$ cat config.mk
export PLATFORM = sky130hd
export DESIGN_NAME = uart_rx
export DESIGN_NICKNAME = d
export VERILOG_FILES = /design/src/rtl/uart_pkg.sv /design/src/rtl/sync2.sv /design/src/rtl/uart_rx.sv
export SDC_FILE = /design/constraint.sdc
export NUM_CORES = 1
export LEC_CHECK = 0
export ABC_CLOCK_PERIOD_IN_PS = 2300
export BUFFER_PORTS_ARGS = -buffer_cell sky130_fd_sc_hd__buf_2
export CAP_MARGIN = 40
export CORE_ASPECT_RATIO = 1.2
export CORE_MARGIN = 8
export CORE_UTILIZATION = 58
export DETAILED_ROUTE_END_ITERATION = 8
export HOLD_SLACK_MARGIN = 0.15
export PLACE_DENSITY = 0.77
export SLEW_MARGIN = 20
export SYNTH_ARGS = -nofsm -noshare
export SYNTH_HDL_FRONTEND = slang
export SYNTH_SLANG_ARGS = --single-unit
$ cat constraint.sdc
create_clock -name clock -period 2.3 [get_ports clock]
set_input_delay 0.46 -clock clock [delete_from_list [all_inputs] [get_ports clock]]
set_output_delay 0.46 -clock clock [all_outputs]
set_load 0.01 [all_outputs]
$ cat src/rtl/uart_pkg.sv
// Shared definitions for the UART receiver: FSM state encoding and framing constants.
package uart_pkg;

  typedef enum logic [2:0] {
    IDLE    = 3'd0,
    START   = 3'd1,
    DATA    = 3'd2,
    STOP    = 3'd3,
    CLEANUP = 3'd4
  } uart_state_e;

  localparam int DATA_BITS            = 8;
  localparam int DEFAULT_CLKS_PER_BIT = 2605;

endpackage

$ cat src/rtl/sync2.sv
// Two-flop synchronizer for a single asynchronous bit; reset value selectable.
module sync2 #(
  parameter logic RESET_VAL = 1'b1
) (
  input  logic clk_i,
  input  logic rst_ni,
  input  logic d_i,
  output logic q_o
);

  logic meta_q;
  logic sync_q;

  always_ff @(posedge clk_i or negedge rst_ni) begin
    if (!rst_ni) begin
      meta_q <= RESET_VAL;
      sync_q <= RESET_VAL;
    end else begin
      meta_q <= d_i;
      sync_q <= meta_q;
    end
  end

  assign q_o = sync_q;

endmodule

$ cat src/rtl/uart_rx.sv
// 8N1 UART receiver, LSB first, mid-bit sampling of a synchronized RX line.
// Output handshake: data_valid is a one-clock strobe with output_stream already updated; there is no backpressure.
module uart_rx
  import uart_pkg::*;
#(
  parameter int CLKS_PER_BIT = DEFAULT_CLKS_PER_BIT,
  parameter int CNT_W        = 16
) (
  input  logic        clock,
  input  logic        reset_n,
  input  logic        input_stream,
  output logic [7:0]  output_stream,
  output logic        data_valid,
  output logic        frame_error,
  output uart_state_e state_o
);

  localparam logic [CNT_W-1:0] HALF_CNT = CNT_W'((CLKS_PER_BIT - 1) / 2);
  localparam logic [CNT_W-1:0] FULL_CNT = CNT_W'(CLKS_PER_BIT - 1);
  localparam logic [2:0]       LAST_BIT = 3'(DATA_BITS - 1);

  logic rx_s;

  uart_state_e      state_q, state_d;
  logic [CNT_W-1:0] cnt_q, cnt_d;
  logic [2:0]       bit_idx_q, bit_idx_d;
  logic [7:0]       shift_q, shift_d;
  logic [7:0]       data_q, data_d;
  logic             dv_q, dv_d;
  logic             fe_q, fe_d;

  // Idle line is high, so the synchronizer resets to 1 to avoid a false start bit.
  sync2 #(.RESET_VAL(1'b1)) u_sync (
    .clk_i  (clock),
    .rst_ni (reset_n),
    .d_i    (input_stream),
    .q_o    (rx_s)
  );

  always_ff @(posedge clock or negedge reset_n) begin
    if (!reset_n) begin
      state_q   <= IDLE;
      cnt_q     <= '0;
      bit_idx_q <= '0;
      shift_q   <= '0;
      data_q    <= '0;
      dv_q      <= 1'b0;
      fe_q      <= 1'b0;
    end else begin
      state_q   <= state_d;
      cnt_q     <= cnt_d;
      bit_idx_q <= bit_idx_d;
      shift_q   <= shift_d;
      data_q    <= data_d;
      dv_q      <= dv_d;
      fe_q      <= fe_d;
    end
  end

  always_comb begin
    state_d   = state_q;
    cnt_d     = cnt_q;
    bit_idx_d = bit_idx_q;
    shift_d   = shift_q;
    data_d    = data_q;
    dv_d      = 1'b0;
    fe_d      = 1'b0;
    unique case (state_q)
      IDLE: begin
        cnt_d     = '0;
        bit_idx_d = '0;
        if (!rx_s) state_d = START;
      end
      START: begin
        // A start bit that is gone by mid-bit is treated as line noise.
        if (cnt_q == HALF_CNT) begin
          cnt_d     = '0;
          bit_idx_d = '0;
          state_d   = rx_s ? IDLE : DATA;
        end else begin
          cnt_d = cnt_q + CNT_W'(1);
        end
      end
      DATA: begin
        if (cnt_q == FULL_CNT) begin
          cnt_d            = '0;
          shift_d[bit_idx_q] = rx_s;
          if (bit_idx_q == LAST_BIT) state_d = STOP;
          else                       bit_idx_d = bit_idx_q + 3'd1;
        end else begin
          cnt_d = cnt_q + CNT_W'(1);
        end
      end
      STOP: begin
        if (cnt_q == FULL_CNT) begin
          cnt_d   = '0;
          state_d = CLEANUP;
          if (rx_s) begin
            data_d = shift_q;
            dv_d   = 1'b1;
          end else begin
            fe_d = 1'b1;
          end
        end else begin
          cnt_d = cnt_q + CNT_W'(1);
        end
      end
      CLEANUP: state_d = IDLE;
      default: state_d = IDLE;
    endcase
  end

  assign output_stream = data_q;
  assign data_valid    = dv_q;
  assign frame_error   = fe_q;
  assign state_o       = state_q;

endmodule

==> results of run 1 <==
[flip-flops by register name, summed over array words and instances (netlist names)]
register       flops
frame_error        1
shift_q            8
cnt_q             16
u_sync.q_o         1
bit_idx_q          3
output_stream      8
data_valid         1
state_o            3
u_sync.meta_q      1
[per-layer routing]
metal / part of all wire (%) / global-route usage, % / wire length, um / vias to the layer above
li1: - / - / - / 744
met1: 41 / 16.2 / 1680 / 777
met2: 53 / 27.6 / 2140 / 36
met3: 4.5 / 3.38 / 184 / 9
met4: 1.6 / 6.95 / 67 / 0
met5: 0 / 0 / 0 / -
[final timing paths]
| check | from | end | slack (ns) | cells past startpoint |
|---|---|---|---|---|
| worst min-delay path | input_stream | u_sync.meta_q | 0.27 | 1 |
| max in group asynchronous | reset_n | u_sync.meta_q | 1.12 | 3 |
| worst max register to register | cnt_q[0] | cnt_q[2] | 0.17 | 7 |
| worst min register to register | u_sync.meta_q | u_sync.q_o | 0.36 | 0 |
| worst max-delay path | cnt_q[0] | cnt_q[2] | 0.17 | 7 |
| min in group asynchronous | reset_n | output_stream[0] | 0.63 | 2 |
[through the flow]
step	setup slack [ns]	util (%)	total power [mW]	instance area, um^2	hold WS, ns
finish	0.172	65.3	1.21	2350	0.265
global route	0.00562	65.3	1.25	2350	0.253
CTS	0.197	65.3	1.23	2350	0.259
detailed placement	0.210	62.8	0.782	2260	0.350
global placement	0.240	62.1	0.775	2240	0.345
floorplan	0.476	-	0.759	2150	0.164
[critical path, delay by kind of cell, from the launching register on]
| family | cells | cell delay (ns) |
|---|---|---|
| AOI/OAI and AO/OA | 3 | 0.86 |
| and+or+nand+nor | 2 | 0.48 |
| DFF | 1 | 0.44 |
| adders and majority gates | 1 | 0.13 |
| buffers and inverters | 1 | 0.11 |
[final cells by class]
| cell class | instances | area share (%) |
|---|---|---|
| tap | 39 | 2.07 |
| multi-input combinational | 138 | 43.0 |
| clock inverter | 2 | 0.425 |
| clock buffer | 5 | 2.92 |
| timing repair buffer | 19 | 5.42 |
| sequential | 42 | 44.8 |
| inverter | 9 | 1.44 |
[Yosys cell counts, types with 4 or more instances]
library cell,number
nand2_1,17
a22o_1,5
or3_1,4
nor2_1,7
a21oi_1,9
nand3_1,11
o21ai_0,12
inv_1,9
nor2b_1,4
ha_1,5
dfrtp_1,40
mux2_2,16
nand4_1,6
[repair_timing]
action | in CTS | in global routing
hold buffers | 1 | 0
endpoints found under the hold margin | 16 | 0
gates resized for setup | 0 | 0
[where the power goes]
| group | switching (mW) | internal (mW) | leakage [nW] |
|---|---|---|---|
| registers | 0.00353 | 0.741 | 0.565 |
| logic | 0.0150 | 0.00738 | 0.541 |
| clock network | 0.239 | 0.204 | 0.0438 |
| total | 0.257 | 0.952 | 1.15 |
[kinds of logic after synthesis]
group           after synthesis  synth area share [%]
simple gates                 78                  23.6
flops                        42                  49.0
compound gates               34                  9.77
buf+inv                      18                  4.07
mux                          17                  9.07
fa+ha+maj                     5                  2.91
xor+xnor                      4                  1.63
==> impl_results.md, run 1 <==
- Status: finished clean
- Type of the tightest min-delay check: primary input to flip-flop
- I/O Buffers: 15
- Initial DRT Pass Iterations: 4
- DR vias: 1566
- Die W: slightly above 70 um
- DIE AREA: 0.00592 mm^2
- CP peak stage delay: 0.52 ns
- Vias in the first global route: 1562
- Critical path class: flip-flop to flip-flop
- Syn nets: 206
- Synthesized instance count: 198
- Post-Layout Cell Count: 254
- Starting density of the core: 59.7%
- CTS tree: built
- DRT iter0 DRCs: 64
- H-Tree Depth: 2
- Sequential share of the synthesized area: 49.0%
- GP Congestion: 0.875
- Ratio of cells with drive above 1 in the final layout: between 20 and 30%
- Tightest Pin Transition: 0.584 ns
- Slew headroom: 61.1%
- Hpwl dp: about 3000 um
- Post-CTS Setup Bufs: 0
- Final ANT Viol Nets: 0
- Pleak: 1.15 nW
- Flop and latch count out of synthesis: 42
- Initial antenna violation count: 0
- EDFF count, synth: 0
- CTS root buffer: clkbuf_8
- Syn-to-layout area delta: 9.36%
- Inst Count DP: between 200 and 250
- Fillers: 281
- CTS clk-pin slew, worst paths: roughly 0.070 ns
- Synth cell types: between 40 and 50
- Cell Chain, Critical Path: inv_1 > ha_1 > nor4bb_1 > nand4_1 > a22oi_2 > o21ai_0 > a21o_1
- Ys async rst share: between 90% and 100%
- Critical Path RT: 2.48 ns
- Gr usage total: 15.0%
- Slowest-stage cell, CP: a22oi_2
- Ant diodes: 0
- Pwr dens: 514 mW/mm^2
- Clock Path Buffers: 2
- Gr ovfl total: 0
- CP Max Fanout: 15
- CP startpoint kind: flip-flop
- Cell Area, Synth: 0.00215 mm^2
- TNS Setup: 0 ns
- Maxcap violations: 0
- Die height: 82.7 um
- Largest net degree at the start of global routing: 27
- CTS Buf Count: 5
- Fin nets: 223
- Commonest cells after routing, fill and taps aside: dfrtp_1, nand2_1, mux2_2
- Critical path data arrival time: roughly 2.3 ns
- Worst skew pair latency: 0.29 ns
- Cell Rows: 24
- Final Max Slew Viols: 0
- CTS Sinks: 42
- Sequential Area: 0.00105 mm^2
- Clock Skew: 0.00763 ns
- Peak supply drop: 0.000360 V
- RSZ-0062 raised after global routing: no
- Commonest non-fill, non-tap cell in the layout: dfrtp_1
- Mean Syn Cell Area: 10.9 um^2
- Drt drc: 0
- Top Ports: 16
- Final setup fails: 0
- Top-area cell type share of the netlist area: 46.5%
- Top cells by area, synth: dfrtp_1, mux2_2, nand2_1
- Period utilization: between 90 and 100%
- Synthesis warning total: 0
- Fmax: 0.470 GHz
- CORE AREA: 0.00360 mm^2
- Final hold vios: 0
- WL final: roughly 4100 um
- Footprint of the multi-input gates: 0.00101 mm^2
- First-pass GRT wire length: ~7000 um
- Vias per cell: 6.17
- DR WL/cell: between 15 and 20 um
- Worst setup EP type: flip-flop
- Ys flop type: dfrtp_1
- Synth area leader: dfrtp_1
- Final min period: 2.13 ns
(Power assumes the default switching activity.)
==> run 2: changes to the inputs <==
GPL_TIMING_DRIVEN = 0   (was default)
==> run 2 against run 1 <==
  * Die area is the same
  * Worst setup slack lost 0.028 ns
  * First-iteration DRC count grew 1.6%
  * Via count grew 2.0%
  * Hold slack lost 0.0075 ns
  * Global-route usage grew 1.4 points
  * Critical path type unchanged
==> impl_results.md, run 2 (synthesized netlist as in run 1, its figures left out) <==
- Status: finished clean
- DRT iter0 DRCs: 65
- Worst skew pair latency: between 0.2 and 0.3 ns
- Maxcap violations: 0
- CTS resizes: 0
- Largest register FFs: 16
- Clock Path Buffers: 2
- First-pass GRT wire length: ~7600 um
- CP Max Fanout: 10
- Vias per cell: between 6 and 7
- RSZ-0062 raised after global routing: no
- Syn-to-layout area delta: 11.7%
- Initial DRT Pass Iterations: 4
- Initial antenna violation count: 0
- Die height: 82.7 um
- Starting density of the core: approximately three fifths
- Pleak: 1.18 nW
- Final hold vios: 0
- Critical path class: flip-flop to flip-flop
- Drt drc: 0
- Slew headroom: ~68%
- TNS Setup: 0 ns
- Final ANT Viol Nets: 0
- GP Congestion: 0.922
- Placed cell area: 0.00230 mm^2
- CP startpoint kind: flip-flop
- H-Tree Depth: 2
- Top Ports: 16
- DIE AREA: 0.00592 mm^2
- Final setup fails: 0
- Commonest cells after routing, fill and taps aside: dfrtp_1, nand2_1, mux2_2, buf_2, o21ai_0
- Vias in the first global route: approximately 1.6k
- Commonest non-fill, non-tap cell in the layout: dfrtp_1
- Final Max Slew Viols: 0
- CTS Sinks: 42
- Ant diodes: 0
- WL final: 4370 um
- Peak supply drop: 0.000304 V
- CTS tree: built
- Critical Path RT: 2.49 ns
- Die W: 71.6 um
- Period utilization: 93.7%
- Final min period: 2.16 ns
- DR WL/cell: 16.7 um
- Fin nets: 230
- Hpwl dp: ~3300 um
- Ratio of cells with drive above 1 in the final layout: 27.4%
- Gr usage total: 16.4%
- Largest net degree at the start of global routing: 25
- I/O Buffers: 15
- Critical path data arrival time: approximately 2.4 ns
- Largest Register: cnt_q
- Fillers: roughly 320
- Pwr dens: 522 mW/mm^2
- Type of the tightest min-delay check: primary input to flip-flop
- Cell Rows: 24
- Fmax: ~0.46 GHz
- Clock Skew: roughly 0.0050 ns
- CTS root buffer: clkbuf_8
- CTS clk-pin slew, worst paths: 0.08 ns
- CORE AREA: 0.00360 mm^2
- Tightest Pin Transition: 0.480 ns
- CTS Buf Count: 5
- DR vias: roughly 1.6k
- Finished Cell Area: 0.00240 mm^2
- Gr ovfl total: 0
- Worst setup EP type: flip-flop
==> run 2: critical path, cell delays in order (launching register included) <==
cell      delay (ns)
dfrtp_1         0.44
inv_1           0.10
ha_1            0.15
nor4bb_1        0.26
nand4_1         0.24
a22oi_2         0.34
buf_4           0.24
o21ai_0         0.09
a21o_1          0.19
==> run 2: metal layers <==
metal / share of wire (%) / track usage [%]
met5: 0 / 0
met1: 39 / 17.3
met3: 3.6 / 3.86
met2: 55 / 30.5
met4: 2.6 / 7.77
==> run 2: cell type report <==
| class | count | area, um^2 | area share (%) |
|---|---|---|---|
| Timing Repair Buffer | 17 | 113 | 4.68 |
| Multi-Input combinational cell | 138 | 1010 | 42.0 |
| Inverter | 9 | 33.8 | 1.40 |
| Tap cell | 39 | 48.8 | 2.03 |
| Clock inverter | 1 | 5.00 | 0.208 |
| Buffer | 9 | 53.8 | 2.24 |
| Clock buffer | 7 | 86.3 | 3.59 |
| Sequential cell | 42 | 1050 | 43.8 |
==> run 2: report_power, final <==
group	internal [mW]	switching, mW
sequential	0.741	0.00144
combinational	0.00819	0.0174
clock	0.242	0.244
total	0.991	0.263
==> run 2: what timing repair did <==
item | 4_1_cts | 5_1_grt
hold buffers | 1 | 0
buffers inserted | 0 | 0
hold endpoints to repair | 18 | 0
==> run 2: path summary, 6_finish.rpt <==
| check | start | end | slack (ns) | cells past startpoint |
|---|---|---|---|---|
| max in group asynchronous | reset_n | u_sync.meta_q | 1.08 | 3 |
| min reg2reg | u_sync.meta_q | u_sync.q_o | 0.36 | 0 |
| max | cnt_q[0] | cnt_q[2] | 0.14 | 8 |
| min in group asynchronous | reset_n | output_stream[2] | 0.67 | 2 |
| max reg2reg | cnt_q[0] | cnt_q[2] | 0.14 | 8 |
| min | input_stream | u_sync.meta_q | 0.26 | 1 |
==> run 2: through the flow <==
stage	util [%]	setup WS, ns	instances	total power [mW]	hold WS [ns]
finish	66.7	0.144	262	1.25	0.258
global route	66.7	0.0118	262	1.30	0.243
floorplan	-	0.476	198	0.759	0.164
CTS	66.7	0.151	262	1.27	0.251
global placement	63.2	0.208	252	0.776	0.345
detailed placement	63.9	0.165	253	0.783	0.356
